$ cat config.mk
export PLATFORM = sky130hd
export DESIGN_NAME = uart_tx
export DESIGN_NICKNAME = d
export VERILOG_FILES = /design/src/rtl/uart_tx.sv
export SDC_FILE = /design/constraint.sdc
export NUM_CORES = 1
export LEC_CHECK = 0
export BUFFER_PORTS_ARGS = -buffer_cell sky130_fd_sc_hd__buf_2
export CAP_MARGIN = 40
export CORE_UTILIZATION = 58
export CTS_CLUSTER_SIZE = 8
export DETAILED_ROUTE_END_ITERATION = 12
export HOLD_SLACK_MARGIN = 0.12
export PLACE_DENSITY = 0.84
export RECOVER_POWER = 25
export SLEW_MARGIN = 20
export SYNTH_ARGS = -nofsm -noshare
export SYNTH_HDL_FRONTEND = slang
export SYNTH_SLANG_ARGS = --single-unit
$ cat constraint.sdc
create_clock -name clk -period 2.1 [get_ports clk]
set_clock_uncertainty 0.05 [all_clocks]
set_input_delay 0.21 -clock clk [delete_from_list [all_inputs] [get_ports clk]]
set_output_delay 0.21 -clock clk [all_outputs]
set_load 0.05 [all_outputs]
$ cat src/rtl/uart_tx.sv
// rtl/uart_tx.sv - UART transmitter: one-entry holding register feeding an LSB-first shift engine
module uart_tx #(
  parameter int DATA_BITS   = 8,
  parameter int SB_TICKS    = 16,
  parameter int STOP_BITS   = 1,
  parameter int PARITY_MODE = 0
) (
  input  logic                 clk,
  input  logic                 reset,
  input  logic                 s_tick,
  input  logic                 tx_start,
  input  logic [DATA_BITS-1:0] din,
  output logic                 tx,
  output logic                 tx_ready,
  output logic                 tx_done_tick
);
  localparam logic [2:0] IDLE   = 3'd0;
  localparam logic [2:0] START  = 3'd1;
  localparam logic [2:0] DATA   = 3'd2;
  localparam logic [2:0] PARITY = 3'd3;
  localparam logic [2:0] STOP   = 3'd4;

  localparam int SW = (SB_TICKS > 1) ? $clog2(SB_TICKS) : 1;
  localparam int NW = $clog2(DATA_BITS);
  localparam logic [SW-1:0] S_LAST      = SW'(SB_TICKS - 1);
  localparam logic [NW-1:0] N_LAST_DATA = NW'(DATA_BITS - 1);
  localparam logic [NW-1:0] N_LAST_STOP = NW'(STOP_BITS - 1);

  logic [2:0]           state_q, state_n;
  logic [SW-1:0]        s_q, s_n;
  logic [NW-1:0]        n_q, n_n;
  logic [DATA_BITS-1:0] shift_q, shift_n;
  logic [DATA_BITS-1:0] hold_q, hold_n;
  logic [DATA_BITS-1:0] load_word;
  logic                 par_q, par_n;
  logic                 hold_full_q, hold_full_n;
  logic                 tx_q, tx_n;
  logic                 accept, bit_end, load;

  assign accept    = tx_start & ~hold_full_q;
  assign bit_end   = s_tick & (s_q == S_LAST);
  // A word accepted in the same cycle the last stop bit ends bypasses the holding register
  assign load_word = hold_full_q ? hold_q : din;

  always_comb begin
    state_n      = state_q;
    s_n          = s_q;
    n_n          = n_q;
    shift_n      = shift_q;
    par_n        = par_q;
    load         = 1'b0;
    tx_done_tick = 1'b0;
    case (state_q)
      IDLE: begin
        if (hold_full_q) begin
          load    = 1'b1;
          state_n = START;
          s_n     = '0;
        end
      end
      START: begin
        if (bit_end) begin
          s_n     = '0;
          n_n     = '0;
          state_n = DATA;
        end else if (s_tick) begin
          s_n = s_q + 1'b1;
        end
      end
      DATA: begin
        if (bit_end) begin
          s_n     = '0;
          shift_n = shift_q >> 1;
          if (n_q == N_LAST_DATA) begin
            n_n     = '0;
            state_n = (PARITY_MODE != 0) ? PARITY : STOP;
          end else begin
            n_n = n_q + 1'b1;
          end
        end else if (s_tick) begin
          s_n = s_q + 1'b1;
        end
      end
      PARITY: begin
        if (bit_end) begin
          s_n     = '0;
          n_n     = '0;
          state_n = STOP;
        end else if (s_tick) begin
          s_n = s_q + 1'b1;
        end
      end
      STOP: begin
        if (bit_end) begin
          s_n = '0;
          if (n_q != N_LAST_STOP) begin
            n_n = n_q + 1'b1;
          end else begin
            tx_done_tick = 1'b1;
            if (hold_full_q | accept) begin
              load    = 1'b1;
              state_n = START;
            end else begin
              state_n = IDLE;
            end
          end
        end else if (s_tick) begin
          s_n = s_q + 1'b1;
        end
      end
      default: state_n = IDLE;
    endcase

    if (load) begin
      shift_n = load_word;
      par_n   = (PARITY_MODE == 2) ? ^load_word : ~^load_word;
    end

    hold_full_n = hold_full_q ? ~load : (accept & ~load);
    hold_n      = accept ? din : hold_q;

    // tx is registered from the next-state view so it changes on the same edge as the state
    case (state_n)
      START:   tx_n = 1'b0;
      DATA:    tx_n = shift_n[0];
      PARITY:  tx_n = par_n;
      default: tx_n = 1'b1;
    endcase
  end

  always_ff @(posedge clk or negedge reset) begin
    if (!reset) begin
      state_q     <= IDLE;
      s_q         <= '0;
      n_q         <= '0;
      shift_q     <= '0;
      par_q       <= 1'b0;
      hold_q      <= '0;
      hold_full_q <= 1'b0;
      tx_q        <= 1'b1;
    end else begin
      state_q     <= state_n;
      s_q         <= s_n;
      n_q         <= n_n;
      shift_q     <= shift_n;
      par_q       <= par_n;
      hold_q      <= hold_n;
      hold_full_q <= hold_full_n;
      tx_q        <= tx_n;
    end
  end

  assign tx       = tx_q;
  assign tx_ready = ~hold_full_q;
endmodule

==> impl_metrics.csv, run 1 <==
group,metric,value,unit
synth,synthXorXnorAreaFrac,5.609,%
drt,drc,0,
synth,ys_warn_count,0,
synth,synth.yosys.seq_area_share,42.88,%
drt,vias_per_cell,5.779,
worst_setup_path,cp_max_fo,7,
floorplanning,die_y,56.07,um
global_route,antenna_found_initial,0,
synth,postSynthNetCount,171,
synth,synthTopCellsByArea,"dfrtp_1, mux2i_1, mux2_2, xnor2_1, a221o_1",
finish,drive_above_1_share,25.82,%
min_path,hold_path_class,"in -> reg",
floorplanning,initial_core_util,61.48,%
placement,hpwlAfterDp,2241,um
global_route,grt_pass1_wl,5547,um
worst_setup_path,endpoint_kind,"primary output",
drt,first_iter_violations,35,
clock_network,clkSinkCount,29,
finish,syn_to_final_growth,13.14,%
worst_setup_path,crit_chain,"or2_1, nor4_2, buf_4",
sta,fmax,504.7,MHz
pwr,finalPower,0.002739,W
finish,diodes,0,
clock_network,htreeDepth,2,
finish,final_cells,213,
synth,synth_compound_area_share,13.21,%
synth,synth_cell_types,40,
run,maxCapViolCount,0,
synth,synthAdderAreaFrac,2.952,%
worst_setup_path,slowest_delay,0.50,ns
clock_network,cts_buffers,5,
drt,wl_per_cell,14.79,um
synth,muxShareOfSynthArea,15.65,%
synth,synth_cells,155,
pwr,ir_drop,1.117,mV
worst_setup_path,critical_path.top_delay_family,"simple AND/OR/NAND/NOR gates",
pwr,cellLeakagePower,0.8584,nW
worst_setup_path,cp.arrival,1.72,ns
global_route,overflow,0,
placement,numPlacedInstances,196,
synth,synth_top_family_by_area,"multiplexers",
synth,synth_area,0.001695,mm^2
worst_setup_path,r2r_start,"s_q[0]$_DFFE_PN0P_",
floorplanning,die_w,56.07,um
sta,final.min_clock_period,1.981,ns
clock_network,post_cts_buffers,0,
clock_network,path_clk_slew,0.10,ns
clock_network,cts_tree,"done",
worst_setup_path,crit_buf_inv,1,
drt,dr.pass1.iters,4,
worst_setup_path,crit_path_start_kind,"register",
synth,synthSimpleGateAreaFrac,14.98,%
global_route,grt_pass1_vias,1276,
synth,synth_enable_flop_cells,0,
sta,worst_pin_slew,0.6225,ns
finish,fin_util,69.56,%
clock_network,clockRootBuffer,"clkbuf_4",
sta,final_max_slew_viol_count,0,
finish,nFillCells,181,
finish,nNetsFinal,197,
placement,io_buffers,14,
worst_setup_path,cp.required,1.84,ns
synth,synth-seq-cells,29,
global_route,grt_usage,23.28,%
pwr,pwr_density_cell,1428,mW/mm^2
floorplanning,core,0.002758,mm^2
sta,min_period_over_period,94.35,%
drt,drt-total-wl,3150,um
synth,synth_top_cell_by_area,"dfrtp_1",
floorplanning,fp-row-count,19,
floorplanning,ios,15,
worst_setup_path,cp_slowest_cell,"dfrtp_1",
sta,finalSetupViolations,0,
min_path,min_from,"din[6]",
synth,async_reset_ff_share,100.0,%
sta,hold_viol_final,0,
synth,synthFlopType,"dfrtp_1",
worst_setup_path,worstSetupStartpoint,"state_q[0]$_DFF_PN0_",
clock_network,worstSkewPairLatency,0.33,ns
sta,rsz0062_at_grt,"no",
synth,avgSynthCellArea,10.94,um^2
worst_setup_path,criticalPathCategory,"reg -> out",
synth,synth_top_area_share,41.33,%
clock_network,ctsLongestPathBuffers,2,
drt,num_vias,1231,
placement,routabilityCongestion,0.7905,
sta,relSlewSlack,58.50,%
floorplanning,dieArea,0.003143,mm^2
sta,finalSetupTns,0,ns
global_route,grt_max_degree,30,
drt,final_antenna_net_count,0,
status,status,"complete, no violations",
-- cells by family (layout without fill, tap and decap cells) --
logic type                 after synthesis  count (layout)
DFF                                     29              29
xor gates and xnor gates                10              10
AOI/OAI and AO/OA                       31              31
buffers and inverters                   11              38
and+or+nand+nor                         45              45
muxes                                   25              25
adders and majority gates                4               4
-- worst register-to-register path, delay by kind of cell, from the launching register on --
family,cells,cell delay [ns]
compound gates,2,0.43
fa+ha+maj,1,0.25
flops,1,0.40
simple gates,2,0.63
-- path summary, 6_finish.rpt --
| check | end | slack, ns | depth (start not counted) |
|---|---|---|---|
| worst max register to register | shift_q[6]$_DFFE_PN0P_ | 0.23 | 5 |
| worst min-delay path | hold_q[6]$_DFFE_PN0P_ | 0.16 | 2 |
| max in group asynchronous | s_q[3]$_DFFE_PN0P_ | 1.19 | 2 |
| min in group asynchronous | n_q[1]$_DFFE_PN0P_ | 0.37 | 2 |
| worst min register to register | hold_q[0]$_DFFE_PN0P_ | 0.47 | 1 |
| worst max-delay path | tx_done_tick | 0.12 | 3 |
-- power by group --
group | switching [W] | total [W] | internal (W)
logic | 0.000659 | 0.00132 | 0.000665
registers | 0.000245 | 0.00106 | 0.000819
clock network | 0.000186 | 0.000351 | 0.000165
total | 0.00109 | 0.00274 | 0.00165
-- per-layer routing --
metal / wire length [um] / track usage [%] / vias up
li1: - / - / 604
met3: 76 / 4.884 / 5
met1: 1443 / 27.91 / 602
met5: 0 / 0 / -
met2: 1584 / 39.46 / 20
met4: 47 / 11.85 / 0
-- cells in the final DEF, fill, tap and decap left out, types with 2 or more instances in the layout --
cell type	n
dfrtp_1	28
mux2i_1	15
nand2_1	14
buf_2	13
nor2_1	12
a21oi_1	11
mux2_2	9
dlygate4sd3_1	9
xnor2_1	7
a221o_1	6
o21ai_0	5
clkbuf_4	5
inv_1	4
nand3b_1	3
nand3_1	3
ha_1	3
buf_4	3
nand2b_1	2
xor2_1	2
o21ai_1	2
clkbuf_1	2
-- synth_stat cells, types with 2 or more instances --
master	n
mux2i_1	15
nand3_1	3
o21ai_1	2
a21oi_1	11
xnor2_1	7
dfrtp_1	28
nand2b_1	2
nand2_1	14
inv_1	4
xor2_1	2
nand3b_1	3
a221o_1	6
nor2_1	12
ha_1	4
mux2_2	9
o21ai_0	5
buf_6	5
-- state kept, by name, indices dropped and copies added (netlist names) --
signal and count:
hold_full_q 1, n_q 3, tx 1, state_q 3, s_q 4, hold_q 8
shift_q 8, par_q 1
-- layout make-up --
| cell class | count | area (um^2) | share of cell area, % |
|---|---|---|---|
| well taps | 31 | 38.79 | 2.022 |
| multi-input cells | 115 | 897.1 | 46.77 |
| inverters | 5 | 18.77 | 0.9785 |
| repair buffers | 25 | 177.7 | 9.263 |
| flip-flops and latches | 29 | 726.9 | 37.90 |
| clock buffers | 8 | 58.81 | 3.066 |
-- through the flow --
stage	hold WS [ns]	setup WS, ns	area (um^2)
floorplan	-0.1356	0.03832	1702
global placement	0.2095	0.2410	1764
detailed placement	0.2172	0.2057	1764
CTS	0.1448	0.05286	1913
global route	0.1466	0.01459	1918
finish	0.1624	0.1187	1918
-- what timing repair did --
| item | CTS | global route |
|---|---|---|
| hold buffers | 9 | 0 |
| hold endpoints to repair | 36 | 0 |
| gates resized for setup | 0 | 3 |
| setup endpoints to repair | 0 | 1 |
Note: power is estimated with default switching activity, not from simulation.
==> inputs of run 2 (changes only) <==
--- a/config.mk
+++ b/config.mk
@@ -7,11 +7,11 @@
 export LEC_CHECK = 0
 export BUFFER_PORTS_ARGS = -buffer_cell sky130_fd_sc_hd__buf_2
 export CAP_MARGIN = 40
-export CORE_UTILIZATION = 58
+export CORE_UTILIZATION = 42
 export CTS_CLUSTER_SIZE = 8
 export DETAILED_ROUTE_END_ITERATION = 12
 export HOLD_SLACK_MARGIN = 0.12
-export PLACE_DENSITY = 0.84
+export PLACE_DENSITY = 0.66
 export RECOVER_POWER = 25
 export SLEW_MARGIN = 20
 export SYNTH_ARGS = -nofsm -noshare
==> impl_metrics.csv, run 2 (synthesis results as in run 1) <==
group,metric,value,unit
finish,nNetsFinal,191,
sta,final.min_clock_period,1.972,ns
floorplanning,dieArea,0.004295,mm^2
global_route,grt_usage,16.60,%
clock_network,ctsLongestPathBuffers,2,
clock_network,worstSkewPairLatency,0.28,ns
sta,fmax,507.2,MHz
floorplanning,die_w,65.54,um
sta,final_max_slew_viol_count,0,
sta,finalSetupViolations,0,
floorplanning,initial_core_util,44.96,%
pwr,ir_drop,0.9743,mV
min_path,hold_path_class,"in -> reg",
worst_setup_path,endpoint_kind,"primary output",
sta,worst_pin_slew,0.7039,ns
drt,wl_per_cell,13.58,um
sta,hold_viol_final,0,
clock_network,cts_hold_buf,3,
placement,place_area,0.001785,mm^2
finish,reg_top3,"hold_q x8, shift_q x8, s_q x4",
finish,syn_to_final_growth,12.40,%
status,status,"complete, no violations",
global_route,grt_pass1_vias,1168,
min_path,whs_path_depth,2,
drt,first_iter_violations,29,
finish,seq_area,726.9,um^2
worst_setup_path,r2r_setup_slack,0.20,ns
global_route,overflow,0,
worst_setup_path,critical_path.top_delay_family,"simple AND/OR/NAND/NOR gates",
global_route,grt_pass1_wl,5244,um
worst_setup_path,cp_slowest_cell,"dfrtp_1",
finish,nFillCells,335,
finish,diodes,0,
worst_setup_path,crit_path_start_kind,"register",
drt,dr.pass1.iters,4,
finish,multi_input_area,894.6,um^2
worst_setup_path,cp_max_fo,7,
drt,final_antenna_net_count,0,
floorplanning,die_y,65.54,um
finish,drive_above_1_share,26.14,%
worst_setup_path,crit_chain,"or2_1, nor4_2, buf_2",
pwr,pwr_density_cell,1487,mW/mm^2
floorplanning,fp-row-count,22,
sta,relSlewSlack,53.08,%
clock_network,path_clk_slew,0.06,ns
clock_network,cts_tree,"done",
finish,layout.cells.most_common,"dfrtp_1",
sta,finalSetupTns,0,ns
drt,drc,0,
sta,rsz0062_at_grt,"no",
drt,num_vias,1186,
finish,fin_area,0.001906,mm^2
clock_network,cts_buffers,5,
placement,dp_slack,0.1882,ns
placement,hpwlAfterDp,2254,um
placement,io_buffers,14,
run,maxCapViolCount,0,
sta,layout_setup_ws,0.1283,ns
clock_network,post_cts_buffers,0,
floorplanning,ios,15,
worst_setup_path,slowest_delay,0.49,ns
floorplanning,core,0.003771,mm^2
drt,drt-total-wl,3043,um
worst_setup_path,cp.arrival,1.71,ns
finish,fin_util,50.53,%
placement,routabilityCongestion,0.7668,
worst_setup_path,cp.depth,3,
clock_network,clockRootBuffer,"clkbuf_8",
global_route,grt_max_degree,30,
pwr,cellLeakagePower,0.8486,nW
worst_setup_path,r2r_cells,5,
worst_setup_path,crit_buf_inv,1,
clock_network,ctsResizeCount,0,
worst_setup_path,cp.required,1.84,ns
clock_network,htreeDepth,2,
worst_setup_path,criticalPathCategory,"reg -> out",
clock_network,clkSinkCount,29,
drt,vias_per_cell,5.295,
global_route,antenna_found_initial,0,
sta,min_period_over_period,93.89,%
finish,layout_common_cells,"dfrtp_1, mux2i_1, nand2_1, buf_2, nor2_1",
## run 2: cell type report
class / instances / area share [%]
Timing Repair Buffer: 19 / 6.041
Clock buffer: 8 / 4.728
Tap cell: 48 / 3.152
Sequential cell: 29 / 38.15
Multi-Input combinational cell: 115 / 46.95
Inverter: 5 / 0.9849
## run 2: power breakdown
group / switching, W / internal, W / leakage (nW) / total (W)
sequential: 0.000239 / 0.000821 / 0.349 / 0.00106
combinational: 0.000645 / 0.000654 / 0.454 / 0.00130
clock: 0.000207 / 0.000267 / 0.0455 / 0.000474
total: 0.00109 / 0.00174 / 0.849 / 0.00283
## run 2: per-stage QoR
stage | cells | power [W] | hold WS (ns)
after floorplan | 155 | 0.002183 | -0.1356
after global placement | 213 | 0.002318 | 0.2123
after detailed placement | 213 | 0.002372 | 0.2266
after CTS | 224 | 0.002864 | 0.1246
after global routing | 224 | 0.003047 | 0.1251
final | 224 | 0.002833 | 0.1297
## run 2: final timing paths
| path | from | end |
|---|---|---|
| hold reg to reg | par_q$_DFF_PN0_ | par_q$_DFF_PN0_ |
| max in group asynchronous | reset | shift_q[7]$_DFFE_PN0P_ |
| setup reg to reg | s_q[0]$_DFFE_PN0P_ | shift_q[6]$_DFFE_PN0P_ |
| setup / recovery | state_q[0]$_DFF_PN0_ | tx_done_tick |
| min in group asynchronous | reset | n_q[1]$_DFFE_PN0P_ |
| hold / removal | din[4] | hold_q[4]$_DFFE_PN0P_ |
## run 2: layer usage
| layer | vias to the layer above | track usage [%] | share of wire (%) | wire length [um] |
|---|---|---|---|---|
| met2 | 25 | 26.29 | 48 | 1452 |
| li1 | 592 | - | - | - |
| met1 | 563 | 20.62 | 47 | 1423 |
| met3 | 6 | 5.729 | 3.8 | 116 |
| met4 | 0 | 6.522 | 1.7 | 51 |
| met5 | - | 0 | 0 | 0 |
